$ cat src/rtl/delta_frame_locator.sv
// delta_frame_locator: thresholds a raster of delta pixels (clk, reset, enable, delta_valid, frame_start, delta_frame, threshold) and reports per frame result_valid, found, x_min/x_max/y_min/y_max and pixel_count
module delta_frame_locator #(
  parameter int INPUT_WIDTH  = 10,
  parameter int FRAME_WIDTH  = 640,
  parameter int FRAME_HEIGHT = 480,
  parameter int COORD_WIDTH  = 10,
  parameter int COUNT_WIDTH  = 20
) (
  input  logic                   clk,
  input  logic                   reset,
  input  logic                   enable,
  input  logic                   delta_valid,
  input  logic                   frame_start,
  input  logic [INPUT_WIDTH-1:0] delta_frame,
  input  logic [INPUT_WIDTH-1:0] threshold,
  output logic                   result_valid,
  output logic                   found,
  output logic [COORD_WIDTH-1:0] x_min,
  output logic [COORD_WIDTH-1:0] x_max,
  output logic [COORD_WIDTH-1:0] y_min,
  output logic [COORD_WIDTH-1:0] y_max,
  output logic [COUNT_WIDTH-1:0] pixel_count
);
  typedef enum logic [1:0] {IDLE, ACCUM, REPORT} state_t;
  localparam logic [COORD_WIDTH-1:0] X_LAST = COORD_WIDTH'(FRAME_WIDTH - 1);
  localparam logic [COORD_WIDTH-1:0] Y_LAST = COORD_WIDTH'(FRAME_HEIGHT - 1);
  state_t state, state_n;
  logic take, motion, last, b_found, a_found, n_found;
  logic [COORD_WIDTH-1:0] x, y, px, py, x_n, y_n;
  logic [COORD_WIDTH-1:0] a_x_min, a_x_max, a_y_min, a_y_max;
  logic [COORD_WIDTH-1:0] b_x_min, b_x_max, b_y_min, b_y_max;
  logic [COORD_WIDTH-1:0] n_x_min, n_x_max, n_y_min, n_y_max;
  logic [COUNT_WIDTH-1:0] a_cnt, b_cnt, n_cnt;
  always_comb begin
    take = enable && delta_valid && (state == ACCUM || (state == IDLE && frame_start));
    px = frame_start ? '0 : x;
    py = frame_start ? '0 : y;
    last = px == X_LAST && py == Y_LAST;
    x_n = px == X_LAST ? '0 : px + COORD_WIDTH'(1);
    y_n = px == X_LAST ? (last ? '0 : py + COORD_WIDTH'(1)) : py;
    motion = delta_frame > threshold;
    b_found = !frame_start && a_found;
    b_x_min = frame_start ? '0 : a_x_min;
    b_x_max = frame_start ? '0 : a_x_max;
    b_y_min = frame_start ? '0 : a_y_min;
    b_y_max = frame_start ? '0 : a_y_max;
    b_cnt = frame_start ? '0 : a_cnt;
    n_found = b_found || motion;
    n_x_min = motion && (!b_found || px < b_x_min) ? px : b_x_min;
    n_x_max = motion && (!b_found || px > b_x_max) ? px : b_x_max;
    n_y_min = motion && (!b_found || py < b_y_min) ? py : b_y_min;
    n_y_max = motion && (!b_found || py > b_y_max) ? py : b_y_max;
    n_cnt = motion && !(&b_cnt) ? b_cnt + COUNT_WIDTH'(1) : b_cnt;
    state_n = state == REPORT ? IDLE : take ? (last ? REPORT : ACCUM) : state;
    result_valid = state == REPORT;
  end
  always_ff @(posedge clk) begin
    if (reset) begin
      state <= IDLE;
      {x, y} <= '0;
      {a_found, a_x_min, a_x_max, a_y_min, a_y_max, a_cnt} <= '0;
      {found, x_min, x_max, y_min, y_max, pixel_count} <= '0;
    end else begin
      state <= state_n;
      if (take) begin
        x <= x_n;
        y <= y_n;
        {a_found, a_x_min, a_x_max, a_y_min, a_y_max, a_cnt} <= {n_found, n_x_min, n_x_max, n_y_min, n_y_max, n_cnt};
      end
      if (take && last)
        {found, x_min, x_max, y_min, y_max, pixel_count} <= {n_found, n_x_min, n_x_max, n_y_min, n_y_max, n_cnt};
    end
  end
endmodule

$ cat config.mk
export PLATFORM = sky130hd
export DESIGN_NAME = delta_frame_locator
export DESIGN_NICKNAME = d
export VERILOG_FILES = /design/src/rtl/delta_frame_locator.sv
export SDC_FILE = /design/constraint.sdc
export NUM_CORES = 1
export LEC_CHECK = 0
export CORE_MARGIN = 3
export CORE_UTILIZATION = 50
export DETAILED_ROUTE_END_ITERATION = 8
export PLACE_DENSITY = 0.71
export RECOVER_POWER = 25
export SLEW_MARGIN = 25
export SYNTH_ARGS = -nofsm -noshare
export SYNTH_HDL_FRONTEND = slang
export SYNTH_SLANG_ARGS = --single-unit
$ cat constraint.sdc
create_clock -name clk -period 5.9 [get_ports clk]
set_input_delay 1.18 -clock clk [delete_from_list [all_inputs] [get_ports clk]]
set_output_delay 1.18 -clock clk [all_outputs]
set_load 0.1 [all_outputs]
======== Word level (Yosys, flattened, before mapping) ========
Cells that the tools add are included.
word-level totals
  bits in registers ....................... 144
  bits of input ports ..................... 25
  output and inout port bits .............. 62
  logic and storage cells ................. 66
operators by class
  add/subtract/negate cells ............... 3
  magnitude comparators ................... 5
  equality and inequality tests ........... 4
  multiplexer cells ....................... 16
  reductions and logical operators ........ 23
operators with widths
  kind                   number
  $mux 10                13
  $mux 20                2
  $gt 10x10->1           3
  $add 10x1->10 const B  2
  $add 20x1->20 const B  1
  $lt 10x10->1           2
  $reduce_and 20->1      1
  $logic_and 1x1->1      11
  $eq 10x10->1 const B   1
  $eq 10x9->1 const B    1
  $logic_or 1x1->1       6
  $logic_not 1->1        3
  $eq 2x1->1 const B     1
  $eq 2x2->1 const B     1
  $logic_not 2->1        1
  $mux 2                 1
  $reduce_or 2->1        1

======== Depth between registers and ports, before layout ========
Gate-level depths: netlist (run 1).
  depth after elaboration ................. 6
  depth in mapped cells ................... 17
  depth with buffers taken out ............ 10

======== Least setup slack after synthesis (run 1) ========
Ideal clock, no wire load.
  path kind ............................... in2reg
  start point ............................. input port frame_start
  end point ............................... register a_y_min[8]
  library setup time ...................... 91 ps
  data arrival time ....................... 4540 ps
  required time ........................... 5809 ps
  slack ................................... 1269 ps
  cell stages on the path ................. 16
  buffers on the path ..................... 7
  path through ............................ buf_6 > inv_1 > buf_2 > clkbuf_1 > clkbuf_1 > buf_1 > buf_1 > nand2_1 > ha_1 > o21ai_0 > o21ai_1 > o21ai_0 > a2111oi_4 > clkbuf_1 > nor3_1 > a311oi_1
between the ends
  word-level cells in the longest chain between the ends .. 6
  elaborated cells between the ends (all ways) .. 12
  classes of those cells .................. order compare: 1; mux: 3; reduce/logical: 8
RTL lines
  element                                               RTL line  source
  from (decl)                                           13        input logic frame_start,
  branches (longest 6 deep; another with $lt 10x10->1)  --
  to (signal assigned)                                  68        {a_found, a_x_min, a_x_max, a_y_min, a_y_max, a_cnt} <= {n_found, n_x_min, n_x_max, n_y_min, n_y_max, n_cnt};
  to (decl)                                             30        logic [COORD_WIDTH-1:0] a_x_min, a_x_max, a_y_min, a_y_max;
Several ways; the timed one is not identified.
A chain may end at the register's enable or synchronous reset.

======== Worst setup path after layout (run 1) ========
  start point ............................. input port frame_start
  end point ............................... register a_y_min[0]
Same word-level chain as after synthesis.

==> PnR_summary.wiki, run 1 <==
{| class="wikitable"
! Metric !! Value
|-
| Number of max-slew violations in the final report || 47
|-
| Top cell type's share of synthesized area || 0.3344
|-
| Layout Cell Area excl Fill || 10200 sq um
|-
| Number of global-route vias before repair || 8059
|-
| Post-CTS Setup Inserts || 0
|-
| Peak ir drop on the vdd network || 0.2155 mV
|-
| Clock tree sinks || 144
|-
| Initial Util || 0.5162
|-
| Element type at the critical path start || input port
|-
| Inserted Diodes || 0
|-
| Tot GR Track Use || 0.2770
|-
| Category of the worst setup path capture point || flop
|-
| Register area || 2883 sq um
|-
| Wire length per cell || 18.58 um
|-
| Placer Congestion || 0.9619
|-
| Overall die area || 18850 sq um
|-
| Total iterations of the first detailed-routing run || 5
|-
| Total placed cells including tap cells || 1351
|-
| Footprint of the multi-input gates || 5241 sq um
|-
| Number of routed nets with antenna violations || 0
|-
| Wire length of the first global-routing pass || 41.98 mm
|-
| DRC errors left || 0
|-
| Count of pins on the block boundary || 87
|-
| Cell chosen for the clock root || sky130_fd_sc_hd__clkbuf_16
|-
| Worst Max-Slew Pin Slew || 1572 ps
|-
| Minimum clock period || 4922 ps
|-
| Source-to-sink clock delay at the later pin of the worst-skew pair || 430 ps
|-
| Total buffers and inverters traversed by the critical path || 2
|-
| CTS H-Tree Depth || 4
|-
| Total number of vias || 8744
|-
| Final standard cell count with taps included and fillers excluded || 1382
|-
| Aggregate global routing overflow || 0
|-
| Main area contributors after synthesis || sky130_fd_sc_hd__dfxtp_1 (33%), sky130_fd_sc_hd__ha_1 (6.2%), sky130_fd_sc_hd__nand2_1 (5.6%)
|-
| Critical-path maximum fanout || 32
|-
| Gate count of the mapped netlist || 1118
|-
| RSZ-0062 raised after global routing || false
|-
| Status || finished with violations
|-
| Total length of routed wires || 25.68 mm
|-
| Ordered cell list for the critical path || buf_2 -> clkbuf_1 -> nor2b_1 -> ha_1 -> o21a_1 -> o21ai_0 -> a211o_1 -> o211ai_2 -> or2_1 -> o221ai_1
|-
| Maximum number of pins on one net before global-route repair || 69
|-
| Final net count || 1218
|-
| Number of CTS-inserted buffers || 17
|-
| TritonCTS clock tree || built
|-
| Delay of the slowest cell on the worst path || 1080 ps
|-
| Clock-pin slew on the worst setup and hold paths || 60 ps
|-
| Die height || 137.3 um
|-
| Category of the critical setup timing path || input port to flop
|-
| Area added between synthesis and finish || 18.33%
|-
| Synthesized cell area || 8621 sq um
|-
| Largest clock skew in the final design || 8.704 ps
|-
| Top_reg_cell synth || sky130_fd_sc_hd__dfxtp_1
|-
| Final-layout setup total negative slack || 0 ps
|-
| Number of buffers inserted by hold repair at cts || 0
|-
| Library cell occupying the most area in the post-synthesis netlist || sky130_fd_sc_hd__dfxtp_1
|-
| Via/cell ratio || 6.327
|-
| Proportion of layout cells with a drive suffix above 1 || 0.06799
|-
| Post-CTS resize count || 0
|-
| Worst path slowest cell || sky130_fd_sc_hd__clkbuf_1
|-
| Row count || 47
|-
| Leakage || 0.003946 uW
|-
| Final Power || 2401 uW
|-
| Filler Cell Count || 1507
|-
| Number of hold-slack violations in the final timing report || 0
|-
| Half-perimeter wire length of the detailed placement result || 17.14 mm
|-
| Most frequent cells in the layout || sky130_fd_sc_hd__dfxtp_1 (144), sky130_fd_sc_hd__nand2_1 (128), sky130_fd_sc_hd__nor2_1 (102)
|-
| Share of flip-flops with an asynchronous set or reset || 0
|-
| Highest attainable clock frequency || 203.2 MHz
|-
| Area of the core || 16700 sq um
|-
| Data required, critical path || 6180 ps
|-
| Violated checks || max-capacitance violations, max-slew violations
|-
| Net count of the mapped netlist || 1186
|-
| Number of port buffers || 86
|-
| Yosys warning count || 0
|-
| Remaining max-slew budget at the tightest pin || -0.04818
|-
| Seq/Total Area, Yosys || 0.3344
|-
| First-iteration detailed-routing DRC count || 886
|-
| Final critical-path share of the clock period || 0.8342
|-
| Number of enable flip-flop cells after synthesis || 0
|-
| Antenna violations before repair || 0
|-
| Yosys reg bits || 144
|-
| Dpl cell area || 9552 sq um
|-
| Maximum root-to-sink buffer count || 2
|-
| Max Cap Viol || 1
|-
| Hold Crit Class || flop to flop
|-
| Final number of setup-violating endpoints || 0
|-
| Distinct cell type count after synthesis || 76
|-
| Data arrival time of the critical path || 5200 ps
|-
| PD cells || 235.4 nW/um^2
|-
| Kind of cell adding the most delay to the critical path || compound AO/OA/AOI/OAI gates
|-
| Most common cell after layout, fill and taps aside || sky130_fd_sc_hd__dfxtp_1
|-
| Die extent in x || 137.3 um
|-
| Per-instance average area after synthesis || 7.711 sq um
|}
cell usage after synthesis (all sizes together), types with 8 or more instances:
library cell    n
a2bb2o          8
and4           13
buf            24
a311oi         15
o211ai         22
inv            34
and3           23
nand4          26
dfxtp         144
nand2         128
clkbuf         70
nor3           34
nor4            9
o311ai         12
or4            10
o21ai          82
nor2b          13
a21oi          57
ha             43
a31oi           9
nor2          102
nand3          76
a211oi         40
registers in the layout, indices dropped and copies added, names as in the netlist:
signal and count:
a_cnt 20, pixel_count 20, a_x_max 10, a_x_min 10
a_y_max 10, a_y_min 10, x 10, x_max 10
x_min 10, y 10, y_max 10, y_min 10
state 2, a_found 1, found 1
final timing paths:
| kind | start | endpoint | slack (ps) | cells after the start |
|---|---|---|---|---|
| max | frame_start | a_y_min[0]$_SDFFE_PP0P_ | 980 | 10 |
| min | x_min[7]$_SDFFE_PP0P_ | x_min[7]$_SDFFE_PP0P_ | 460 | 2 |
| max reg2reg | y[6]$_SDFFE_PP0P_ | a_y_min[0]$_SDFFE_PP0P_ | 2680 | 8 |
| min reg2reg | x_min[7]$_SDFFE_PP0P_ | x_min[7]$_SDFFE_PP0P_ | 460 | 2 |
tightest hold or removal path: stages, from the launching register on:
cell	delay (ps)
sky130_fd_sc_hd__dfxtp_1	310
sky130_fd_sc_hd__nand2_1	50
sky130_fd_sc_hd__a21oi_1	50
cells by family after synthesis:
kind of cell             Yosys count  synth area share
AO/OA/AOI/OAI                    316            0.2570
XOR/XNOR                           7          0.007112
buffers and inverters            128           0.05893
AND/OR/NAND/NOR                  472            0.2707
adder cells (fa/ha/maj)           43           0.06241
multiplexers                       8          0.009434
flip-flops                       144            0.3344
per-layer routing:
metal | wire length, um | vias up | global-route usage
met5 | 0 | - | 0
met4 | 524 | 0 | 0.09701
met3 | 1696 | 38 | 0.04602
met2 | 11690 | 331 | 0.4294
met1 | 11760 | 4156 | 0.3896
li1 | - | 4219 | -
through the flow:
step | setup slack, ps | utilization | hold WS, ps
4_1_cts | 1635 | 0.6111 | 459.4
2_1_floorplan | 1269 | - | 445.7
5_1_grt | 660.3 | 0.6108 | 484.2
3_3_place_gp | 1297 | 0.5719 | 441.9
6_report | 978.1 | 0.6108 | 455.4
3_5_place_dp | 1213 | 0.5719 | 451.3
final cells by class:
| type | instances | share of cell area |
|---|---|---|
| Clock buffer | 22 | 0.04649 |
| Clock inverter | 9 | 0.01766 |
| Inverter | 34 | 0.01251 |
| Multi-Input combinational cell | 846 | 0.5138 |
| Sequential cell | 144 | 0.2826 |
| Tap cell | 220 | 0.02698 |
| Timing Repair Buffer | 107 | 0.09996 |
power by group:
| group | switching [uW] | internal (uW) | leakage (uW) |
|---|---|---|---|
| Combinational | 147 | 59.4 | 0.00247 |
| Clock | 423 | 783 | 0.000316 |
| Sequential | 8.73 | 980 | 0.00116 |
No activity file was read; power rests on OpenSTA's default activity.
==> inputs of run 2 (changes only) <==
clock period = 4.8 ns   (was 5.9 ns; I/O delays follow)
==> run 2 against run 1 <==
Count of clock-buffer cells in the layout is 1 lower. Non-clock buffer count grew 5. The flow now finishes without violations. Combinational power increased by 25%. Critical endpoint is now a_x_min[0]$_SDFFE_PP0P_. Via count down 0.71%. Register-to-register slack got worse by 860 ps. Total power is 22% higher. Clock power up 21%. Global-route usage rose by 0.050 points. Sequential power up 23%. Sequential cell count did not move. Core utilization up 0.26 points. Final cell count up 0.36%.
==> PnR_summary.wiki, run 2 (synthesis gave the netlist of run 1 again) <==
{| class="wikitable"
! Metric !! Value
|-
| Element type at the critical path start || input port
|-
| Final Power || 2936 uW (+22%)
|-
| Highest attainable clock frequency || 244.4 MHz
|-
| Part of the total power dissipated in the clock network || 0.498 (-0.004)
|-
| Via/cell ratio || 6.260 (-1.1%)
|-
| Cell Int Power || 2229 uW (+22%)
|-
| Worst Max-Slew Pin Slew || 1209 ps (-362.8 ps)
|-
| Final number of setup-violating endpoints || 0 (unchanged)
|-
| Total number of vias || 8682 (-0.71%)
|-
| Die height || 137.3 um (unchanged)
|-
| Wire length per cell || 18.49 um (-0.50%)
|-
| CTS H-Tree Depth || 4 (unchanged)
|-
| Kind of cell adding the most delay to the critical path || compound AO/OA/AOI/OAI gates
|-
| Source-to-sink clock delay at the later pin of the worst-skew pair || 420 ps (about the same)
|-
| Filler Cell Count || 1527 (+1.3%)
|-
| Maximum root-to-sink buffer count || 2 (unchanged)
|-
| Total buffers and inverters traversed by the critical path || 3 (+1)
|-
| Peak ir drop on the vdd network || 0.2492 mV (+16%)
|-
| Area of the core || 16700 sq um (unchanged)
|-
| Most common cell after layout, fill and taps aside || sky130_fd_sc_hd__dfxtp_1
|-
| Total placed cells including tap cells || 1356 (+0.37%)
|-
| Initial Util || 0.5162 (unchanged)
|-
| Data required, critical path || 5160 ps (-1020 ps)
|-
| Hold Crit Class || flop to flop
|-
| Delay of the slowest cell on the worst path || 690 ps (-390 ps)
|-
| Minimum clock period || 4092 ps
|-
| Number of routed nets with antenna violations || 0 (unchanged)
|-
| Cell chosen for the clock root || sky130_fd_sc_hd__clkbuf_16
|-
| Category of the worst setup path capture point || flop
|-
| Row count || 47 (unchanged)
|-
| Combinational cell fraction of total power || 0.088 (+0.002)
|-
| Final-layout setup total negative slack || 0 ps (unchanged)
|-
| Maximum number of pins on one net before global-route repair || 63 (-8.7%)
|-
| Ordered cell list for the critical path || buf_2 -> inv_1 -> buf_4 -> nand2_1 -> ha_1 -> or4b_4 -> a21oi_1 -> o21ai_0 -> a211oi_2 -> nand4_1 -> a2bb2o_2
|-
| Number of global-route vias before repair || 8183 (+1.5%)
|-
| Final standard cell count with taps included and fillers excluded || 1387 (+0.36%)
|-
| Count of pins on the block boundary || 87 (unchanged)
|-
| Area added between synthesis and finish || 18.84%
|-
| Worst path slowest cell || sky130_fd_sc_hd__inv_1
|-
| RSZ-0062 raised after global routing || false
|-
| Number of port buffers || 86 (unchanged)
|-
| Status || finished, final reports clean
|-
| DRC errors left || 0 (unchanged)
|-
| Critical-path maximum fanout || 25 (-22%)
|-
| Clock tree sinks || 144 (unchanged)
|-
| First-iteration detailed-routing DRC count || 885 (-0.11%)
|-
| Tot GR Track Use || 0.2775 (+0.0005047)
|-
| Number of CTS-inserted buffers || 17 (unchanged)
|-
| Post-CTS Setup Inserts || 0 (unchanged)
|-
| Placer Congestion || 0.9632 (+0.14%)
|-
| Category of the critical setup timing path || input port to flop
|-
| Leakage || 0.003969 uW (+0.59%)
|-
| Overall die area || 18850 sq um (unchanged)
|-
| Data arrival time of the critical path || 4450 ps (-750 ps)
|-
| Antenna violations before repair || 0 (unchanged)
|-
| Final net count || 1223 (+0.41%)
|-
| Die extent in x || 137.3 um (unchanged)
|-
| Aggregate global routing overflow || 0 (unchanged)
|-
| Total iterations of the first detailed-routing run || 5 (unchanged)
|-
| PD cells || 286.6 nW/um^2 (+22%)
|-
| Wire length of the first global-routing pass || 42.27 mm (+0.69%)
|-
| Clock-pin slew on the worst setup and hold paths || 60 ps (about the same)
|-
| Dpl cell area || 9602 sq um (+0.52%)
|-
| Final critical-path share of the clock period || 0.8526
|-
| Max Cap Viol || 0 (-1)
|-
| Proportion of power drawn by flip-flops and latches || 0.414 (+0.002)
|-
| Number of hold-slack violations in the final timing report || 0 (unchanged)
|-
| Layout Cell Area excl Fill || 10240 sq um (+0.43%)
|-
| Switch share || 0.2406 (about the same)
|-
| TritonCTS clock tree || built
|-
| Post-CTS resize count || 0 (unchanged)
|-
| Half-perimeter wire length of the detailed placement result || 17.05 mm (-0.49%)
|-
| Footprint of the multi-input gates || 5241 sq um (unchanged)
|-
| Remaining max-slew budget at the tightest pin || 0.1937 (+0.2419)
|-
| Largest clock skew in the final design || 10.22 ps (+1.516 ps)
|-
| Inserted Diodes || 0 (unchanged)
|-
| Most frequent cells in the layout || sky130_fd_sc_hd__dfxtp_1 (144), sky130_fd_sc_hd__nand2_1 (128), sky130_fd_sc_hd__nor2_1 (102)
|-
| Switching component of the power || 706.5 uW (+22%)
|-
| Number of buffers inserted by hold repair at cts || 0 (unchanged)
|-
| Proportion of layout cells with a drive suffix above 1 || 0.07198 (+0.003993)
|-
| Total length of routed wires || 25.64 mm (-0.14%)
|-
| Number of max-slew violations in the final report || 0 (-100%)
|-
| Register area || 2883 sq um (unchanged)
|}
run 2: stage by stage:
stage / util / worst slack [ps] / hold slack (ps)
after floorplan: - / 389.4 / 445.7
after global placement: 0.5749 / 767.7 / 444.5
after detailed placement: 0.5749 / 702.4 / 447.2
after CTS: 0.6135 / 1133 / 461.6
after global routing: 0.6134 / 492.3 / 481.9
final: 0.6134 / 707.5 / 454.7
run 2: worst paths after layout:
check	startpoint	cells after the start	slack, ps	end
worst min register to register	pixel_count[17]$_SDFFE_PP0P_	2	450	pixel_count[17]$_SDFFE_PP0P_
worst min-delay path	pixel_count[17]$_SDFFE_PP0P_	2	450	pixel_count[17]$_SDFFE_PP0P_
worst max-delay path	frame_start	11	710	a_x_min[0]$_SDFFE_PP0P_
worst max register to register	x[1]$_SDFFE_PP0P_	9	1820	a_x_min[0]$_SDFFE_PP0P_
run 2: power groups by stage:
stage	clock network, uW	logic, uW	registers, uW
after floorplan	0	174	1240
after global placement	0	251	1240
after detailed placement	0	253	1240
after CTS	1470	255	1220
after global routing	1530	283	1220
final	1460	259	1220
run 2: cell type report:
type,count,share of cell area
Tap cell,220,0.02687
Multi-Input combinational cell,846,0.5116
Timing Repair Buffer,112,0.1048
Sequential cell,144,0.2814
Inverter,34,0.01246
Clock buffer,21,0.04494
Clock inverter,10,0.01795
run 2: worst register-to-register path: stages (launching register included):
cell                       delay, ps
sky130_fd_sc_hd__dfxtp_1         360
sky130_fd_sc_hd__nand2_1         160
sky130_fd_sc_hd__inv_1           130
sky130_fd_sc_hd__ha_1            230
sky130_fd_sc_hd__or4b_4          490
sky130_fd_sc_hd__a21oi_1         140
sky130_fd_sc_hd__o21ai_0         140
sky130_fd_sc_hd__a211oi_2        520
sky130_fd_sc_hd__nand4_1         400
sky130_fd_sc_hd__a2bb2o_2        350
run 2: metal layers:
layer  vias up  track usage  share of wire
met4         0       0.1142          0.024
li1       4229            -              -
met1      4052       0.3909           0.45
met3        52      0.04310          0.069
met5         -            0              0
met2       349       0.4234           0.45
==> inputs of run 3 (changes only) <==
RECOVER_POWER = 50   (was 25)
REMOVE_ABC_BUFFERS = 1   (was not set)
==> run 3 against run 2 <==
The flow now finishes with violations (max-capacitance violations, max-slew violations). Global-route usage is 0.39 points lower. Maximum frequency up 2.2%. Combinational power grew 2%. Cell area rose by 0.68%. Die area unchanged. Total power up 1.0%. Core utilization up 0.42 points. Critical path depth fell by 4. Clock power about the same. Via count increased by 1.7%. Setup slack better by 89 ps. Non-clock buffer count rose by 10. Largest power group unchanged.
==> PnR_summary.wiki, run 3 (synthesis gave the netlist of run 1 again) <==
{| class="wikitable"
! Metric !! Value
|-
| Number of global-route vias before repair || 8029 (-1.9%)
|-
| Proportion of layout cells with a drive suffix above 1 || 0.07895 (+0.006968)
|-
| DRC errors left || 0 (unchanged)
|-
| Wire length of the first global-routing pass || 41.48 mm (-1.9%)
|-
| Cell Int Power || 2221 uW (-0.38%)
|-
| Via/cell ratio || 6.317 (+0.92%)
|-
| Clock-pin slew on the worst setup and hold paths || 60 ps (about the same)
|-
| Most frequent cells in the layout || sky130_fd_sc_hd__dfxtp_1 (144), sky130_fd_sc_hd__nand2_1 (128), sky130_fd_sc_hd__nor2_1 (102)
|-
| Final WS setup || 796.1 ps (+88.61 ps)
|-
| Half-perimeter wire length of the detailed placement result || 16.77 mm (-1.6%)
|-
| Violated checks || max-capacitance violations, max-slew violations
|-
| Number of routed nets with antenna violations || 0 (unchanged)
|-
| Layout Cell Area excl Fill || 10310 sq um (+0.68%)
|-
| Data arrival time of the critical path || 4370 ps (-80 ps)
|-
| Final number of setup-violating endpoints || 0 (unchanged)
|-
| Count of pins on the block boundary || 87 (unchanged)
|-
| Max Cap Viol || 1 (+1)
|-
| Tot GR Track Use || 0.2735 (-0.003928)
|-
| Total length of routed wires || 25.23 mm (-1.6%)
|-
| Most common cell after layout, fill and taps aside || sky130_fd_sc_hd__dfxtp_1
|-
| Filler Cell Count || 1497 (-2.0%)
|-
| PD cells || 287.6 nW/um^2 (+0.35%)
|-
| Element type at the critical path start || input port
|-
| Leakage || 0.004061 uW (+2.3%)
|-
| Remaining max-slew budget at the tightest pin || -0.1288 (-0.3225)
|-
| Minimum clock period || 4004 ps (-88.61 ps)
|-
| Largest clock skew in the final design || 6.633 ps (-3.587 ps)
|-
| Number of CTS-inserted buffers || 17 (unchanged)
|-
| Die extent in x || 137.3 um (unchanged)
|-
| Inserted Diodes || 0 (unchanged)
|-
| Number of hold-slack violations in the final timing report || 0 (unchanged)
|-
| Number of port buffers || 86 (unchanged)
|-
| Critical-path maximum fanout || 80 (+220%)
|-
| Proportion of power drawn by flip-flops and latches || 0.410 (-0.004)
|-
| Ordered cell list for the critical path || buf_2 -> nor2_1 -> or3_2 -> clkbuf_2 -> or4_1 -> or4_1 -> nand3_1
|-
| Total iterations of the first detailed-routing run || 5 (unchanged)
|-
| Overall die area || 18850 sq um (unchanged)
|-
| Source-to-sink clock delay at the later pin of the worst-skew pair || 440 ps (+20 ps)
|-
| Combinational cell fraction of total power || 0.089 (about the same)
|-
| Initial Util || 0.5162 (unchanged)
|-
| Area added between synthesis and finish || 19.65%
|-
| Part of the total power dissipated in the clock network || 0.501 (+0.003)
|-
| Die height || 137.3 um (unchanged)
|-
| First-iteration detailed-routing DRC count || 873 (-1.4%)
|-
| Placer Congestion || 0.8999 (-6.6%)
|-
| Worst path slowest cell || sky130_fd_sc_hd__clkbuf_2
|-
| RSZ-0062 raised after global routing || false
|-
| Antenna violations before repair || 0 (unchanged)
|-
| CTS H-Tree Depth || 4 (unchanged)
|-
| Total number of vias || 8831 (+1.7%)
|-
| Post-Place Worst Slack || 745.5 ps (+43.03 ps)
|-
| First element of the critical path || frame_start
|-
| Most prevalent standard cell on the critical path || sky130_fd_sc_hd__or4_1
|-
| Area of the core || 16700 sq um (unchanged)
|-
| Post-CTS Setup Inserts || 0 (unchanged)
|-
| Cell chosen for the clock root || sky130_fd_sc_hd__clkbuf_16
|-
| Peak ir drop on the vdd network || 0.2500 mV (+0.31%)
|-
| Row count || 47 (unchanged)
|-
| Final net count || 1233 (+0.82%)
|-
| Final critical-path share of the clock period || 0.8341 (-0.01846)
|-
| Number of max-slew violations in the final report || 81 (+81)
|-
| Number of buffers inserted by hold repair at cts || 0 (unchanged)
|-
| Critical hold path startpoint || y_min[9]$_SDFFE_PP0P_
|-
| Maximum number of pins on one net before global-route repair || 81 (+29%)
|-
| Switching component of the power || 745.3 uW (+5.5%)
|-
| Switch share || 0.2513 (+0.01063)
|-
| Highest attainable clock frequency || 249.8 MHz (+2.2%)
|-
| Category of the critical setup timing path || input port to flop
|-
| Worst hold path depth || 2 (unchanged)
|-
| Aggregate global routing overflow || 0 (unchanged)
|-
| Post-CTS resize count || 0 (unchanged)
|-
| Hold Crit Class || flop to flop
|-
| Clock tree sinks || 144 (unchanged)
|-
| Footprint of the multi-input gates || 5230 sq um (-0.21%)
|-
| Final Power || 2966 uW (+1.0%)
|-
| Data required, critical path || 5170 ps (about the same)
|-
| Critical R2R Launch || state[0]$_SDFFE_PP0P_
|-
| Delay of the slowest cell on the worst path || 940 ps (+250 ps)
|-
| Status || finished with violations
|-
| TritonCTS clock tree || built
|-
| Register area || 2883 sq um (unchanged)
|-
| Wire length per cell || 18.05 um (-2.4%)
|-
| Dpl cell area || 9689 sq um (+0.91%)
|-
| Category of the worst setup path capture point || flop
|-
| Worst Max-Slew Pin Slew || 1693 ps (+483.8 ps)
|-
| Maximum root-to-sink buffer count || 2 (unchanged)
|-
| FF-to-FF path depth || 6 (-3)
|}
## run 3: changes by cell type in the layout (fill, tap and decap cells not counted), sizes merged
cell | before | now
buf | 28 | 34
clkbuf | 21 | 22
clkdlybuf4s50 | 36 | 21
clkinv | 3 | 4
clkinvlp | 2 | 4
dlygate4sd3 | 48 | 63
inv | 34 | 35
## run 3: worst max-delay path, delay by kind of cell
kind	cells	cell delay, ps
AND/OR/NAND/NOR	5	1990
buffers and inverters	2	1390
## run 3: metal layers
layer / part of all wire / routed length (um) / vias to the layer above / GRT usage
li1: - / - / 4268 / -
met3: 0.087 / 2192 / 43 / 0.05661
met5: 0 / 0 / - / 0
met4: 0.017 / 439 / 0 / 0.07927
met1: 0.46 / 11590 / 4127 / 0.3943
met2: 0.44 / 11010 / 393 / 0.4125
## run 3: power by group through the flow
stage | sequential [uW] | clock, uW | combinational, uW
final | 1220 | 1490 | 263
after detailed placement | 1240 | 0 | 258
after global placement | 1240 | 0 | 257
after global routing | 1220 | 1540 | 290
after CTS | 1220 | 1490 | 260
after floorplan | 1240 | 0 | 139
## run 3: area by class of cell
type                            instances  area share
Multi-Input combinational cell        846      0.5070
Clock inverter                         14     0.02062
Timing Repair Buffer                  122      0.1112
Sequential cell                       144      0.2795
Tap cell                              220     0.02669
Inverter                               34     0.01237
Clock buffer                           18     0.04258
## run 3: path summary, 6_finish.rpt
kind | end | slack [ps]
worst max-delay path | a_cnt[16]$_SDFFE_PP0P_ | 800
worst min-delay path | y_min[9]$_SDFFE_PP0P_ | 450
worst max register to register | a_cnt[16]$_SDFFE_PP0P_ | 1460
worst min register to register | y_min[9]$_SDFFE_PP0P_ | 450
## run 3: stage by stage
step | hold slack, ps | utilization | TNS [ps] | cells
floorplan | 439.6 | - | -145710 | 1024
global placement | 439.5 | 0.5802 | 0 | 1366
detailed placement | 452.4 | 0.5802 | 0 | 1366
CTS | 459.0 | 0.6192 | 0 | 1398
global route | 474.5 | 0.6176 | 0 | 1398
finish | 454.2 | 0.6176 | 0 | 1398
